$ cat src/rtl/fifo_flagged.sv
`default_nettype none
// ============================================================================
// Module      : fifo_flagged
// Description : Single-clock show-ahead FIFO with occupancy count, registered
//               empty/full/almost flags and defined behaviour for simultaneous
//               read/write at full and at empty.
//               Optional sticky overflow/underflow flags are built only when
//               the macro FIFO_ERR_FLAGS_EN is defined; otherwise both outputs
//               are tied low and err_clr is ignored.
// Revision    : 1.0 - initial release
// ============================================================================
module fifo_flagged #(
    parameter int B         = 8,
    parameter int W         = 4,
    parameter int AF_THRESH = 2**W - 2,
    parameter int AE_THRESH = 2
) (
    input  logic         clk,
    input  logic         reset,
    input  logic         wr,
    input  logic [B-1:0] wr_data,
    input  logic         rd,
    output logic [B-1:0] rd_data,
    output logic         empty,
    output logic         full,
    output logic         almost_empty,
    output logic         almost_full,
    output logic [W:0]   count,
    output logic         overflow,
    output logic         underflow,
    input  logic         err_clr
);

    localparam int         c_DEPTH     = 2**W;
    localparam logic [W:0] c_DEPTH_CNT = (W+1)'(c_DEPTH);
    localparam logic [W:0] c_AF        = (W+1)'(AF_THRESH);
    localparam logic [W:0] c_AE        = (W+1)'(AE_THRESH);
    localparam logic       c_AF_RST    = (AF_THRESH == 0);

    logic [B-1:0] mem_q [c_DEPTH];

    logic [W:0] wr_ptr_q, wr_ptr_d;
    logic [W:0] rd_ptr_q, rd_ptr_d;
    logic [W:0] count_q,  count_d;
    logic       empty_q, full_q, ae_q, af_q;
    logic       w_rd_acc, w_wr_acc;

    // Accept logic and next-state pointers/count; a write into a full FIFO is
    // allowed only when the head word leaves in the same cycle.
    always_comb begin
        w_rd_acc = rd & ~empty_q;
        w_wr_acc = wr & (~full_q | w_rd_acc);
        wr_ptr_d = wr_ptr_q;
        rd_ptr_d = rd_ptr_q;
        count_d  = count_q;
        if (w_wr_acc) wr_ptr_d = wr_ptr_q + 1'b1;
        if (w_rd_acc) rd_ptr_d = rd_ptr_q + 1'b1;
        if (w_wr_acc && !w_rd_acc)      count_d = count_q + 1'b1;
        else if (w_rd_acc && !w_wr_acc) count_d = count_q - 1'b1;
    end

    // Pointer, count and flag registers; flags come from next-state count so
    // they never lag the count by a cycle.
    always_ff @(posedge clk or negedge reset) begin
        if (!reset) begin
            wr_ptr_q <= '0;
            rd_ptr_q <= '0;
            count_q  <= '0;
            empty_q  <= 1'b1;
            full_q   <= 1'b0;
            ae_q     <= 1'b1;
            af_q     <= c_AF_RST;
        end else begin
            wr_ptr_q <= wr_ptr_d;
            rd_ptr_q <= rd_ptr_d;
            count_q  <= count_d;
            empty_q  <= (count_d == '0);
            full_q   <= (count_d == c_DEPTH_CNT);
            ae_q     <= (count_d <= c_AE);
            af_q     <= (count_d >= c_AF);
        end
    end

    // Storage array (not reset); at full with a same-cycle read the overwrite
    // lands on the edge, after the head word has already been presented.
    always_ff @(posedge clk) begin
        if (reset && w_wr_acc) begin
            mem_q[wr_ptr_q[W-1:0]] <= wr_data;
        end
    end

    assign rd_data      = mem_q[rd_ptr_q[W-1:0]];
    assign empty        = empty_q;
    assign full         = full_q;
    assign almost_empty = ae_q;
    assign almost_full  = af_q;
    assign count        = count_q;

`ifdef FIFO_ERR_FLAGS_EN
    logic ovf_q, udf_q;

    // Sticky error flags; a clear request wins over a same-cycle set.
    always_ff @(posedge clk or negedge reset) begin
        if (!reset) begin
            ovf_q <= 1'b0;
            udf_q <= 1'b0;
        end else if (err_clr) begin
            ovf_q <= 1'b0;
            udf_q <= 1'b0;
        end else begin
            if (wr && full_q && !w_wr_acc) ovf_q <= 1'b1;
            if (rd && empty_q)             udf_q <= 1'b1;
        end
    end

    assign overflow  = ovf_q;
    assign underflow = udf_q;
`else
    logic w_unused_err_clr;

    assign w_unused_err_clr = err_clr;
    assign overflow         = 1'b0;
    assign underflow        = 1'b0;
`endif

endmodule
`default_nettype wire

$ cat config.mk
export PLATFORM = sky130hd
export DESIGN_NAME = fifo_flagged
export DESIGN_NICKNAME = d
export VERILOG_FILES = /design/src/rtl/fifo_flagged.sv
export SDC_FILE = /design/constraint.sdc
export NUM_CORES = 1
export LEC_CHECK = 0
export ABC_AREA = 1
export CELL_PAD_IN_SITES_DETAIL_PLACEMENT = 1
export CELL_PAD_IN_SITES_GLOBAL_PLACEMENT = 1
export CORE_ASPECT_RATIO = 0.9
export CORE_MARGIN = 10
export CORE_UTILIZATION = 45
export DETAILED_ROUTE_END_ITERATION = 10
export GPL_ROUTABILITY_DRIVEN = 0
export PLACE_DENSITY_LB_ADDON = 0.1
export SYNTH_ARGS = -nofsm -noshare
export SYNTH_HDL_FRONTEND = slang
export SYNTH_SLANG_ARGS = --single-unit
$ cat constraint.sdc
create_clock -name clk -period 2.5 [get_ports clk]
set_input_delay 0.25 -clock clk [delete_from_list [all_inputs] [get_ports clk]]
set_output_delay 0.25 -clock clk [all_outputs]
set_load 0.1 [all_outputs]
# [Word-level counts from Yosys, hierarchy flattened]
# Memories as Yosys holds them, arrays and structs flattened.
# Index checks and enable logic that the tools add are counted.
[classes] n_eq_ne=1 n_reduce_logical=6 mux=4 order_cmp=2 add_sub_neg=4 bitwise=5
[op_table] cell="$add 5x1->5 const B" n=3
[op_table] cell="$mux 5" n=2
[op_table] cell="$eq 5x5->1 const B" n=1
[op_table] cell="$ge 5x4->1 const B" n=1
[op_table] cell="$le 5x2->1 const B" n=1
[op_table] cell="$logic_not 5->1" n=1
[op_table] cell="$sub 5x1->5 const B" n=1
[op_table] cell="$logic_and 1x1->1" n=3
[op_table] cell="$and 1x1->1" n=2
[op_table] cell="$logic_not 1->1" n=2
[op_table] cell="$mux 1" n=2
[op_table] cell="$not 1->1" n=2
[op_table] cell="$or 1x1->1" n=1
[totals] ramBits=128 mem_count=1 regBits=19 out_inout_bits=19 wordCells=30 inputBits=13
[memory_table] name="mem_q" depth=16 width=8 read_ports=1 rd_clocked_by_memory_dff=0 wr=1 line_no="40" rtl="logic [B-1:0] mem_q [c_DEPTH];"

# [Logic depth before layout (Yosys ltp)]
# Gate-level depths: netlist (run 1).
[logic_depth] word_depth=9 depth_mapped=10 depth_no_buf=10

# [Worst setup path before layout (run 1)]
# Ideal clock, no wire load.
[synth_timing] kind="register to register" startpoint="reg full_q (netlist: full)" endpoint="mem mem_q[11][0], enable pin" path_buffers=0 setup_time_ns=0.383 synth_period_minus_slack_ns=2.254 setup_slack_ns=0.246 arrival_ns=1.871 path_stages_with_launch=4 path_cell_list="dfrtp_1 -> a21oi_4 -> nand2_2 -> nor3_1"
[synth_via] elab_chain_cells=6
[synth_lines] item="start: declaration" line_no="45" rtl="logic empty_q, full_q, ae_q, af_q;"
[synth_lines] item="start signal: assignment" line_no="78" rtl="full_q <= (count_d == c_DEPTH_CNT);"
[synth_lines] item="$not 1->1" line_no="52" rtl="w_wr_acc = wr & (~full_q | w_rd_acc);"
[synth_lines] item="$or 1x1->1" line_no="52"
[synth_lines] item="$and 1x1->1" line_no="52"
[synth_lines] item="$logic_and 1x1->1" line_no="87" rtl="if (reset && w_wr_acc) begin"
[synth_lines] item="$mux 1" line_no="87"
[synth_lines] item="$mux 1 (implied by the code)" line_no="88" rtl="mem_q[wr_ptr_q[W-1:0]] <= wr_data;"
[synth_lines] item="end: declaration" line_no="40"
# Every way passes these cells.

# [Worst setup path in the final report (run 1)]
[layout_timing] startpoint="reg rd_ptr_q[0]" endpoint="out rd_data[0]"
[layout_via] elab_chain_cells=1
[layout_lines] item="start: declaration" line_no="43" rtl="logic [W:0] rd_ptr_q, rd_ptr_d;"
[layout_lines] item="start signal: assignment" line_no="75" rtl="rd_ptr_q <= rd_ptr_d;"
[layout_lines] item="$mem_v2 16x8"
[layout_lines] item="end: declaration" line_no="23" rtl="output logic [B-1:0] rd_data,"
# Every way passes these cells.

==> insert_results.sql, run 1 <==
INSERT INTO impl_metrics (metric_group, metric, value, unit) VALUES
('run_status', 'status', 'finished, final reports clean', ''),
('setup_path', 'critical_r2r_capture', 'mem_q[0][3]$_DFFE_PP_', ''),
('cts', 'cts_inserted_buffers', '17', ''),
('run', 'cap_viol_max_count', '0', ''),
('sta', 'post_route_skew', '0.005782', 'ns'),
('placement', 'dpl_worst_slack', '0.2469', 'ns'),
('cts', 'htree_num_levels', '4', ''),
('power_and_ir_drop', 'p_total', '10.67', 'mW'),
('finish', 'instances_no_fill', '735', ''),
('floorplan', 'num_io_pins', '32', ''),
('finish', 'fin_area', '7428', 'um^2'),
('logic_synthesis', 'synth_area', '6137', 'um^2'),
('sta', 'fin_ws', '0.08432', 'ns'),
('drt', 'viasPerCell', '5.412', ''),
('floorplan', 'initial_core_util', '0.4593', ''),
('sta', 'tns', '0', 'ns'),
('sta', 'setup_viol', '0', ''),
('drt', 'first_pass_detailed_route_iteration_total', '4', ''),
('logic_synthesis', 'synth.yosys.warnings', '0', ''),
('placement', 'numPortBuffers', '28', ''),
('logic_synthesis', 'yosys-top-cells-area', 'sky130_fd_sc_hd__edfxtp_1 (63%), sky130_fd_sc_hd__nor2_1 (6.5%), sky130_fd_sc_hd__dfrtp_1 (6.1%)', ''),
('finish', 'insertedDiodeCount', '0', ''),
('drt', 'drt-wirelength-per-cell', '21.13', 'um'),
('grt', 'first_global_vias', '4194', ''),
('drt', 'detail_route.drc_violations', '0', ''),
('placement', 'detailed_place.area', '6759', 'um^2'),
('logic_synthesis', 'postSynthRegisterBits', '145', ''),
('floorplan', 'cell_rows', '40', ''),
('setup_path', 'critPathLaunchType', 'register', ''),
('sta', 'min_period', '2.416', 'ns'),
('setup_path', 'critPathMaxFanout', '33', ''),
('cts', 'ctsRootBufferMaster', 'sky130_fd_sc_hd__clkbuf_16', ''),
('logic_synthesis', 'yosysSeqAreaShare', '0.6960', ''),
('floorplan', 'chipHeight', '130.8', 'um'),
('finish', 'drive_gt1_frac', '0.1852', ''),
('grt', 'grt_overflow_total', '0', ''),
('grt', 'wire_length_of_the_first_global_routing_pass', '23650', 'um'),
('floorplan', 'dieArea', '18720', 'um^2'),
('setup_path', 'rr_worst_depth', '8', ''),
('power_and_ir_drop', 'power.static_leakage', '2.679', 'nW'),
('cts', 'cts_sinks', '145', ''),
('finish', 'syn2layout_area_growth', '21.04', '%'),
('floorplan', 'core_area', '13360', 'um^2'),
('grt', 'globalRouteTotalUtil', '0.1716', ''),
('setup_path', 'reg2reg_setup_slack', '0.64', 'ns'),
('sta', 'finalHoldViolCount', '0', ''),
('cts', 'clock_tree_buffer_depth', '2', ''),
('logic_synthesis', 'synth_largest_type_area_fraction', '0.6263', ''),
('floorplan', 'die_w', '143.1', 'um'),
('cts', 'tritoncts', 'built', ''),
('grt', 'grt_start_max_net_pins', '67', ''),
('sta', 'final_max_slew_viol_count', '0', ''),
('sta', 'timing.fmax', '414.0', 'MHz'),
('sta', 'max_slew_margin', '0.4500', ''),
('setup_path', 'crit-reg2reg-launch', 'empty$_DFF_PN1_', ''),
('power_and_ir_drop', 'p_per_area', '1437', 'nW/um^2'),
('logic_synthesis', 'postSynthCellCount', '506', ''),
('setup_path', 'arrival', '2.17', 'ns'),
('logic_synthesis', 'synthDistinctLibCells', '32', ''),
('placement', 'dpl.hpwl', '9849', 'um'),
('power_and_ir_drop', 'peak_ir_drop_on_the_vdd_network', '993.9', 'uV'),
('cts', 'worst_skew_pair.late_latency', '0.42', 'ns'),
('setup_path', 'critical_path_class', 'register to output pin', ''),
('min_path', 'worst_hold_path_type', 'input port to async pin', ''),
('drt', 'routed_wirelength', '15530', 'um'),
('setup_path', 'worst-endpoint-required', '2.25', 'ns'),
('drt', 'route.vias.total', '3978', ''),
('drt', 'route.antenna.remaining_nets', '0', ''),
('cts', 'clkTransAtPathRegs', '0.06', 'ns'),
('sta', 'timing_worst_slew_pin_value', '0.8224', 'ns'),
('drt', 'detail_route.iter0.violations', '258', ''),
('grt', 'grt_antenna_before_repair', '0', ''),
('sta', 'post-route-period-util', '0.9663', ''),
('logic_synthesis', 'synthesized_area_per_cell', '12.13', 'um^2'),
('logic_synthesis', 'post-synth-top-area-cell', 'sky130_fd_sc_hd__edfxtp_1', ''),
('setup_path', 'critPathCaptureType', 'output pin', ''),
('finish', 'final_net_count', '574', ''),
('placement', 'placedCellCount', '701', '');
## final cells by class
class                   instances  area [um^2]
fillers                      1336         5934
flip-flops and latches        145         4273
multi-input cells             309         1628
repair buffers                 56        601.8
clock buffers                  18        429.2
inverters                      25        116.4
clock inverters                14        170.2
well taps                     168        210.2
## power breakdown
group / switching (mW) / internal [mW]
Combinational: 3.48 / 1.49
Clock: 0.941 / 1.65
Sequential: 0.223 / 2.89
Total: 4.65 / 6.03
## cells by family after synthesis
family	Yosys count	share of synthesized area
AND/OR/NAND/NOR	191	0.1378
AO/OA/AOI/OAI	100	0.09806
flip-flops	145	0.6960
XOR/XNOR	9	0.01284
buffers and inverters	53	0.04037
other	1	0.0006110
adder cells (fa/ha/maj)	7	0.01427
## synth_stat cells
cell / instances
sky130_fd_sc_hd__o21ai_0: 59
sky130_fd_sc_hd__buf_4: 5
sky130_fd_sc_hd__a21oi_4: 1
sky130_fd_sc_hd__nand2_2: 8
sky130_fd_sc_hd__nand4_1: 5
sky130_fd_sc_hd__clkbuf_2: 1
sky130_fd_sc_hd__nand2_1: 32
sky130_fd_sc_hd__dfstp_2: 2
sky130_fd_sc_hd__o221ai_1: 8
sky130_fd_sc_hd__nand2_4: 1
sky130_fd_sc_hd__edfxtp_1: 128
sky130_fd_sc_hd__a21oi_1: 1
sky130_fd_sc_hd__conb_1: 1
sky130_fd_sc_hd__nand3_2: 3
sky130_fd_sc_hd__nand3_1: 25
sky130_fd_sc_hd__inv_2: 8
sky130_fd_sc_hd__clkinv_1: 2
sky130_fd_sc_hd__o21ai_1: 7
sky130_fd_sc_hd__buf_2: 15
sky130_fd_sc_hd__clkbuf_1: 6
sky130_fd_sc_hd__nor2_4: 2
sky130_fd_sc_hd__nor2_1: 106
sky130_fd_sc_hd__xor2_1: 8
sky130_fd_sc_hd__xnor2_1: 1
sky130_fd_sc_hd__nor3_1: 8
sky130_fd_sc_hd__buf_6: 1
sky130_fd_sc_hd__o211ai_1: 24
sky130_fd_sc_hd__dfrtp_1: 15
sky130_fd_sc_hd__nand3_4: 1
sky130_fd_sc_hd__ha_1: 7
sky130_fd_sc_hd__inv_1: 14
sky130_fd_sc_hd__inv_4: 1
## critical path, stage by stage (launching register included)
cell,delay [ns]
sky130_fd_sc_hd__dfrtp_2,0.47
sky130_fd_sc_hd__buf_4,0.17
sky130_fd_sc_hd__clkbuf_16,0.20
sky130_fd_sc_hd__o21ai_0,0.29
sky130_fd_sc_hd__o211ai_1,0.13
sky130_fd_sc_hd__nand3_1,0.17
sky130_fd_sc_hd__nand2_1,0.12
sky130_fd_sc_hd__buf_12,0.18
## stage by stage
stage,util,hold WS (ns)
6_report,0.5559,0.2971
5_1_grt,0.5559,0.3095
4_1_cts,0.5514,0.2918
3_5_place_dp,0.5058,0.5510
3_3_place_gp,0.5058,0.5456
2_1_floorplan,-,-0.04559
## routing by layer
metal  part of all wire  vias up  track usage
met2               0.48       99       0.2787
met5                  0        -            0
met4              0.018        0      0.06970
met3              0.066       20      0.04149
met1               0.43     1958       0.2173
li1                   -     1901            -
## timing repair
action,4_1_cts,5_1_grt
resized for setup,3,8
endpoints found under the setup margin,8,8
hold endpoints to repair,0,0
buffers inserted,0,1
cloned,0,1
hold buffers,0,0
## flip-flops by register name, indices dropped and copies added, names as in the netlist
| register | cells |
|---|---|
| wr_ptr_q | 4 |
| empty | 1 |
| almost_empty | 1 |
| mem_q | 128 |
| rd_ptr_q | 4 |
| almost_full | 1 |
| full | 1 |
| count | 5 |
## how the worst max path moves through the flow
| stage | start | to | slack [ns] | cells past startpoint |
|---|---|---|---|---|
| after global placement | rd | mem_q[0][1]$_DFFE_PP_ | 0.29 | 8 |
| after global routing | rd_ptr_q[0]$_DFFE_PN0P_ | rd_data[6] | -0.01 | 9 |
| after CTS | rd_ptr_q[0]$_DFFE_PN0P_ | rd_data[6] | 0.002 | 9 |
| final | rd_ptr_q[0]$_DFFE_PN0P_ | rd_data[0] | 0.08 | 7 |
| after floorplan | full$_DFF_PN0_ | mem_q[11][0]$_DFFE_PP_ | 0.25 | 3 |
| after detailed placement | rd | mem_q[0][6]$_DFFE_PP_ | 0.25 | 8 |
## placed cells by master (no fill, tap or decap), drive strengths merged
master         synthesis  routed
o211ai                24      24
clkinvlp               0       2
nand2                 41      41
dfrtp                 15      15
o221ai                 8       8
ha                     7       7
nand4                  5       5
nor3                   8       8
clkbuf                 7      19
edfxtp               128     128
o21ai                 66      66
inv                   23      22
clkdlybuf4s50          0      11
clkinv                 2      11
a21oi                  2       2
nor2                 108     108
bufinv                 0       4
xnor2                  1       1
nand3                 29      29
dfstp                  2       2
xor2                   8       8
buf                   21      44
conb                   1       2
(Power assumes the default switching activity.)
==> run 2: changes to the inputs <==
--- a/config.mk
+++ b/config.mk
@@ -8,7 +8,6 @@
 export ABC_AREA = 1
 export CELL_PAD_IN_SITES_DETAIL_PLACEMENT = 1
 export CELL_PAD_IN_SITES_GLOBAL_PLACEMENT = 1
-export CORE_ASPECT_RATIO = 0.9
 export CORE_MARGIN = 10
 export CORE_UTILIZATION = 45
 export DETAILED_ROUTE_END_ITERATION = 10
==> insert_results.sql, run 2 (synthesis results as in run 1) <==
INSERT INTO impl_metrics (metric_group, metric, value, unit) VALUES
('setup_path', 'rr_worst_depth', '8', ''),
('power_and_ir_drop', 'share_comb_of_total_power', '0.470', ''),
('setup_path', 'reg2reg_setup_slack', '0.74', 'ns'),
('placement', 'numPortBuffers', '28', ''),
('drt', 'met1_length', '6901', 'um'),
('power_and_ir_drop', 'power.static_leakage', '2.663', 'nW'),
('sta', 'finalHoldViolCount', '0', ''),
('power_and_ir_drop', 'internal_power', '6.041', 'mW'),
('finish', 'drive_gt1_frac', '0.1837', ''),
('finish', 'total_area_of_multi_input_combinational_cells', '1629', 'um^2'),
('power_and_ir_drop', 'p_per_area', '1439', 'nW/um^2'),
('sta', 'setup_viol', '0', ''),
('floorplan', 'chipHeight', '136.8', 'um'),
('setup_path', 'critPathCaptureType', 'output pin', ''),
('cts', 'clkTransAtPathRegs', '0.05', 'ns'),
('min_path', 'worst_hold_path_type', 'input port to async pin', ''),
('placement', 'detailed_place.area', '6749', 'um^2'),
('floorplan', 'die_w', '136.8', 'um'),
('sta', 'setup_repair_after_global_routing_missed_its_margin', 'yes', ''),
('floorplan', 'num_io_pins', '32', ''),
('drt', 'routed_wirelength', '15780', 'um'),
('setup_path', 'worstPathCellList', 'inv_4 > buf_6 > o21ai_0 > o211ai_1 > nand3_1 > nand2_1 > buf_12', ''),
('cts', 'ctsRootBufferMaster', 'sky130_fd_sc_hd__clkbuf_16', ''),
('drt', 'route.antenna.remaining_nets', '0', ''),
('finish', 'layout.area.seq', '4273', 'um^2'),
('floorplan', 'core_area', '13300', 'um^2'),
('finish', 'nFillCells', '1358', ''),
('run_status', 'status', 'finished, final reports clean', ''),
('grt', 'grt_overflow_total', '0', ''),
('floorplan', 'dieArea', '18710', 'um^2'),
('cts', 'tritoncts', 'built', ''),
('cts', 'htree_num_levels', '4', ''),
('power_and_ir_drop', 'p_total', '10.67', 'mW'),
('sta', 'post_route_skew', '0.009149', 'ns'),
('setup_path', 'worstSetupStartpoint', 'rd_ptr_q[0]$_DFFE_PN0P_', ''),
('setup_path', 'max_stage_delay', '0.48', 'ns'),
('finish', 'syn2layout_area_growth', '20.84', '%'),
('finish', 'most-common-layout-cells', 'sky130_fd_sc_hd__edfxtp_1 (128), sky130_fd_sc_hd__nor2_1 (106), sky130_fd_sc_hd__o21ai_0 (59)', ''),
('drt', 'topRoutingLayerUsed', 'met4', ''),
('drt', 'wl_met2', '7882', 'um'),
('cts', 'cts_inserted_buffers', '17', ''),
('floorplan', 'cell_rows', '42', ''),
('placement', 'dpl.hpwl', '9953', 'um'),
('setup_path', 'critPathLaunchType', 'register', ''),
('setup_path', 'critical_r2r_capture', 'mem_q[12][6]$_DFFE_PP_', ''),
('finish', 'layout_commonest_cell', 'sky130_fd_sc_hd__edfxtp_1', ''),
('finish', 'flip_flop_count_of_the_largest_register_all_copies_and_words_added', '128', ''),
('drt', 'viasPerCell', '5.396', ''),
('setup_path', 'cp-endpoint', 'rd_data[2]', ''),
('finish', 'final_net_count', '574', ''),
('floorplan', 'initial_core_util', '0.4616', ''),
('sta', 'final_max_slew_viol_count', '0', ''),
('cts', 'cts_sinks', '145', ''),
('drt', 'first_pass_detailed_route_iteration_total', '4', ''),
('drt', 'detail_route.drc_violations', '0', ''),
('drt', 'drt-wirelength-per-cell', '21.27', 'um'),
('sta', 'timing_worst_slew_pin_value', '0.6992', 'ns'),
('power_and_ir_drop', 'netSwitchingFraction', '0.4339', ''),
('drt', 'route.vias.total', '4004', ''),
('cts', 'worst_skew_pair.late_latency', '0.42', 'ns'),
('finish', 'insertedDiodeCount', '0', ''),
('setup_path', 'crit-reg2reg-launch', 'empty$_DFF_PN1_', ''),
('sta', 'tns', '0', 'ns'),
('sta', 'timing.fmax', '418.6', 'MHz'),
('power_and_ir_drop', 'power.switching', '4.630', 'mW'),
('setup_path', 'cp_num_cells', '7', ''),
('power_and_ir_drop', 'sequentialPowerShare', '0.289', ''),
('power_and_ir_drop', 'peak_ir_drop_on_the_vdd_network', '967.4', 'uV'),
('drt', 'wl_met3', '912', 'um'),
('setup_path', 'arrival', '2.14', 'ns'),
('grt', 'grt_start_max_net_pins', '35', ''),
('drt', 'detail_route.iter0.violations', '284', ''),
('cts', 'clock_tree_buffer_depth', '2', ''),
('power_and_ir_drop', 'power.share.clock', '0.241', ''),
('grt', 'wire_length_of_the_first_global_routing_pass', '24450', 'um'),
('grt', 'grt_antenna_before_repair', '0', ''),
('setup_path', 'critPathMaxFanout', '16', ''),
('setup_path', 'worst-endpoint-required', '2.25', 'ns'),
('run', 'cap_viol_max_count', '0', ''),
('grt', 'globalRouteTotalUtil', '0.1775', ''),
('finish', 'fin_area', '7416', 'um^2'),
('sta', 'min_period', '2.389', 'ns'),
('grt', 'first_global_vias', '4345', ''),
('sta', 'max_slew_margin', '0.5324', ''),
('setup_path', 'critical_path_class', 'register to output pin', ''),
('setup_path', 'path_buf_inv', '3', ''),
('sta', 'post-route-period-util', '0.9555', ''),
('setup_path', 'crit_path_max_delay_cell_type', 'sky130_fd_sc_hd__dfrtp_2', ''),
('cts', 'post_cts_hold_buffer_count', '0', ''),
('setup_path', 'critical-path-top-delay-family', 'buffers and inverters', '');
## run 2: final cells by class
class	count	area share
clock inverter	13	0.02278
inverter	25	0.01383
sequential	145	0.5762
tap	176	0.02969
clock buffer	18	0.05787
multi-input combinational	309	0.2197
timing repair buffer	56	0.07997
## run 2: worst register-to-register path: cells and delay by family (launching register included)
kind	cells	cell delay, ns
flip-flops	1	0.39
AO/OA/AOI/OAI	1	0.22
AND/OR/NAND/NOR	4	0.45
buffers and inverters	3	0.39
## run 2: worst min path at each step
stage | startpoint | end | cells after the start | slack [ns]
after floorplan | reset | almost_full$_DFF_PN0_ | 0 | -0.05
after global placement | wr_ptr_q[0]$_DFFE_PN0N_ | wr_ptr_q[0]$_DFFE_PN0N_ | 1 | 0.54
after detailed placement | wr_ptr_q[0]$_DFFE_PN0N_ | wr_ptr_q[0]$_DFFE_PN0N_ | 1 | 0.56
after CTS | reset | wr_ptr_q[1]$_DFFE_PN0N_ | 2 | 0.22
after global routing | reset | rd_ptr_q[1]$_DFFE_PN0P_ | 2 | 0.24
final | reset | wr_ptr_q[3]$_DFFE_PN0N_ | 2 | 0.22
## run 2: timing repair
action	CTS	global route
setup buffers	2	0
gates resized for setup	4	4
pin swaps	1	1
endpoints found under the setup margin	8	8
gates cloned	1	0
## run 2: power groups by stage
stage                     Sequential [mW]  Clock (mW)  Combinational (mW)
final                                3.08        2.58                5.02
after global routing                 3.11        2.73                5.38
after CTS                            3.08        2.61                5.06
after detailed placement             3.14           0                4.87
after global placement               3.12           0                4.77
after floorplan                      3.49           0                2.90
## run 2: per-stage QoR
| stage | std cells | setup slack, ns | hold WS [ns] | util |
|---|---|---|---|---|
| 2_1_floorplan | 507 | 0.2461 | -0.04559 | - |
| 3_3_place_gp | 708 | 0.3557 | 0.5401 | 0.5076 |
| 3_5_place_dp | 708 | 0.3154 | 0.5589 | 0.5076 |
| 4_1_cts | 742 | 0.03722 | 0.2216 | 0.5570 |
| 5_1_grt | 742 | -0.02271 | 0.2435 | 0.5578 |
| 6_report | 742 | 0.1113 | 0.2212 | 0.5578 |
## run 2: per-layer routing
| layer | global-route usage | up-vias |
|---|---|---|
| met3 | 0.04142 | 6 |
| met2 | 0.2931 | 86 |
| met5 | 0 | - |
| met1 | 0.2222 | 2010 |
| li1 | - | 1902 |
| met4 | 0.06674 | 0 |
==> run 3: changes to the inputs <==
--- a/config.mk
+++ b/config.mk
@@ -9,10 +9,11 @@
 export CELL_PAD_IN_SITES_DETAIL_PLACEMENT = 1
 export CELL_PAD_IN_SITES_GLOBAL_PLACEMENT = 1
 export CORE_MARGIN = 10
-export CORE_UTILIZATION = 45
+export CORE_UTILIZATION = 49
 export DETAILED_ROUTE_END_ITERATION = 10
 export GPL_ROUTABILITY_DRIVEN = 0
-export PLACE_DENSITY_LB_ADDON = 0.1
+export HOLD_SLACK_MARGIN = 0.15
+export PLACE_DENSITY_LB_ADDON = 0.2
 export SYNTH_ARGS = -nofsm -noshare
 export SYNTH_HDL_FRONTEND = slang
 export SYNTH_SLANG_ARGS = --single-unit
==> insert_results.sql, run 3 (synthesis results as in run 1) <==
INSERT INTO impl_metrics (metric_group, metric, value, unit) VALUES
('placement', 'dpl.hpwl', '10170', 'um'),
('drt', 'viasPerCell', '5.679', ''),
('setup_path', 'critPathLaunchType', 'register', ''),
('finish', 'final_net_count', '572', ''),
('setup_path', 'critPathCaptureType', 'output pin', ''),
('sta', 'fin_ws', '0.09805', 'ns'),
('cts', 'clkTransAtPathRegs', '0.05', 'ns'),
('power_and_ir_drop', 'peak_ir_drop_on_the_vdd_network', '1210', 'uV'),
('grt', 'first_global_vias', '4460', ''),
('cts', 'tritoncts', 'built', ''),
('finish', 'insertedDiodeCount', '0', ''),
('floorplan', 'num_io_pins', '32', ''),
('setup_path', 'critPathMaxFanout', '42', ''),
('finish', 'syn2layout_area_growth', '19.82', '%'),
('setup_path', 'critical-path-top-delay-family', 'buffers and inverters', ''),
('placement', 'numPortBuffers', '28', ''),
('sta', 'timing.fmax', '416.3', 'MHz'),
('grt', 'wire_length_of_the_first_global_routing_pass', '25320', 'um'),
('sta', 'setup_repair_after_global_routing_missed_its_margin', 'no', ''),
('grt', 'grt_start_max_net_pins', '67', ''),
('sta', 'tns', '0', 'ns'),
('finish', 'flip_flop_count_of_the_largest_register_all_copies_and_words_added', '128', ''),
('placement', 'placedCellCount', '701', ''),
('power_and_ir_drop', 'p_per_area', '1429', 'nW/um^2'),
('drt', 'drt-wirelength-per-cell', '22.27', 'um'),
('drt', 'route.antenna.remaining_nets', '0', ''),
('finish', 'most-common-layout-cells', 'sky130_fd_sc_hd__edfxtp_1 (128), sky130_fd_sc_hd__nor2_1 (106), sky130_fd_sc_hd__o21ai_0 (58)', ''),
('floorplan', 'chipHeight', '131.9', 'um'),
('power_and_ir_drop', 'power.switching', '4.646', 'mW'),
('sta', 'finalHoldViolCount', '0', ''),
('drt', 'first_pass_detailed_route_iteration_total', '5', ''),
('drt', 'detail_route.drc_violations', '0', ''),
('finish', 'drive_gt1_frac', '0.1752', ''),
('cts', 'htree_num_levels', '4', ''),
('min_path', 'worst_hold_path_type', 'input port to async pin', ''),
('grt', 'globalRouteMet3Util', '0.04764', ''),
('sta', 'timing_worst_slew_pin_value', '0.7741', 'ns'),
('sta', 'setup_viol', '0', ''),
('cts', 'post_cts_hold_buffer_count', '0', ''),
('power_and_ir_drop', 'netSwitchingFraction', '0.4420', ''),
('floorplan', 'core_area', '12160', 'um^2'),
('grt', 'grt_overflow_total', '0', ''),
('floorplan', 'dieArea', '17400', 'um^2'),
('setup_path', 'max_stage_delay', '0.41', 'ns'),
('power_and_ir_drop', 'share_comb_of_total_power', '0.471', ''),
('sta', 'post-route-period-util', '0.9608', ''),
('grt', 'busiest_layer', 'met2', ''),
('grt', 'grt_antenna_before_repair', '0', ''),
('cts', 'cts_sinks', '145', ''),
('grt', 'globalRouteMet1Util', '0.2188', ''),
('power_and_ir_drop', 'sequentialPowerShare', '0.293', ''),
('run_status', 'status', 'finished, final reports clean', ''),
('setup_path', 'crit_path_max_delay_cell_type', 'sky130_fd_sc_hd__dfrtp_1', ''),
('grt', 'globalRouteTotalUtil', '0.1907', ''),
('floorplan', 'die_w', '131.9', 'um'),
('setup_path', 'critical_path_class', 'register to output pin', ''),
('grt', 'gr-usage-met2', '0.3381', ''),
('finish', 'instances_no_fill', '733', ''),
('power_and_ir_drop', 'power.share.clock', '0.236', ''),
('cts', 'clock_tree_buffer_depth', '2', ''),
('cts', 'cts_inserted_buffers', '17', ''),
('cts', 'cts.repair_timing.setup_buffer_count', '0', ''),
('power_and_ir_drop', 'internal_power', '5.865', 'mW'),
('sta', 'post_route_skew', '0.005208', 'ns'),
('floorplan', 'initial_core_util', '0.5046', ''),
('sta', 'min_period', '2.402', 'ns'),
('drt', 'detail_route.iter0.violations', '312', ''),
('sta', 'final_max_slew_viol_count', '0', ''),
('setup_path', 'worstPathCellList', 'buf_8 > o21ai_0 > o211ai_1 > nand3_1 > nand2_1 > buf_12', ''),
('setup_path', 'worst-endpoint-required', '2.25', 'ns'),
('setup_path', 'path_buf_inv', '2', ''),
('drt', 'routed_wirelength', '16320', 'um'),
('run', 'cap_viol_max_count', '0', ''),
('floorplan', 'cell_rows', '40', ''),
('finish', 'layout_commonest_cell', 'sky130_fd_sc_hd__edfxtp_1', ''),
('drt', 'route.vias.total', '4163', ''),
('cts', 'worst_skew_pair.late_latency', '0.43', 'ns'),
('setup_path', 'arrival', '2.15', 'ns'),
('power_and_ir_drop', 'power.static_leakage', '2.639', 'nW'),
('placement', 'dpl_worst_slack', '0.3069', 'ns'),
('sta', 'max_slew_margin', '0.4823', ''),
('cts', 'ctsRootBufferMaster', 'sky130_fd_sc_hd__clkbuf_16', '');
-- run 3: cell types whose count changed in the layout (fill, tap and decap cells not counted), sizes merged --
cell and delta:
clkbuf +1, bufinv -1, clkinv +2, bufbuf -1
clkinvlp -1, buf -1
-- run 3: routing by layer --
layer / wire [um] / vias up
met1: 6570 / 2123
met2: 8707 / 117
met5: 0 / -
met4: 251 / 0
met3: 794 / 23
li1: - / 1900
-- run 3: final cells by class --
type / count / area (um^2)
clock buffer: 19 / 432.9
clock inverter: 13 / 143.9
fill: 1230 / 4808
inverter: 25 / 100.1
multi-input combinational: 309 / 1624
sequential: 145 / 4273
tap: 168 / 210.2
timing repair buffer: 54 / 569.3
-- run 3: power by group through the flow --
stage / registers (mW) / clock network (mW) / logic, mW
after floorplan: 3.49 / 0 / 2.90
after global placement: 3.10 / 0 / 4.75
after detailed placement: 3.11 / 0 / 4.89
after CTS: 3.08 / 2.52 / 4.96
after global routing: 3.10 / 2.63 / 5.28
final: 3.08 / 2.48 / 4.95
-- run 3: final timing paths --
kind                                          from                       to  slack, ns  cells past startpoint
setup / recovery           rd_ptr_q[1]$_DFFE_PN0P_               rd_data[7]        0.1                      6
setup reg to reg                   empty$_DFF_PN1_    mem_q[1][3]$_DFFE_PP_       0.65                      6
min in group clk           wr_ptr_q[0]$_DFFE_PN0N_  wr_ptr_q[0]$_DFFE_PN0N_       0.56                      1
hold reg to reg            wr_ptr_q[0]$_DFFE_PN0N_  wr_ptr_q[0]$_DFFE_PN0N_       0.56                      1
hold / removal                               reset    almost_full$_DFF_PN0_       0.26                      2
max in group asynchronous                    reset          empty$_DFF_PN1_       1.99                      2
-- run 3: what timing repair did --
action                     4_1_cts  5_1_grt
setup endpoints to repair        4        5
gates resized for setup          5        6
pin swaps                        0        0
-- run 3: stage by stage --
step	hold slack (ns)	power (mW)	utilization	cell area (um^2)
after floorplan	-0.04559	6.393	-	6141
after global placement	0.5450	7.846	0.5547	6746
after detailed placement	0.5478	7.999	0.5547	6746
after CTS	0.2473	10.56	0.6034	7338
after global routing	0.2787	11.01	0.6046	7353
final	0.2596	10.51	0.6046	7353
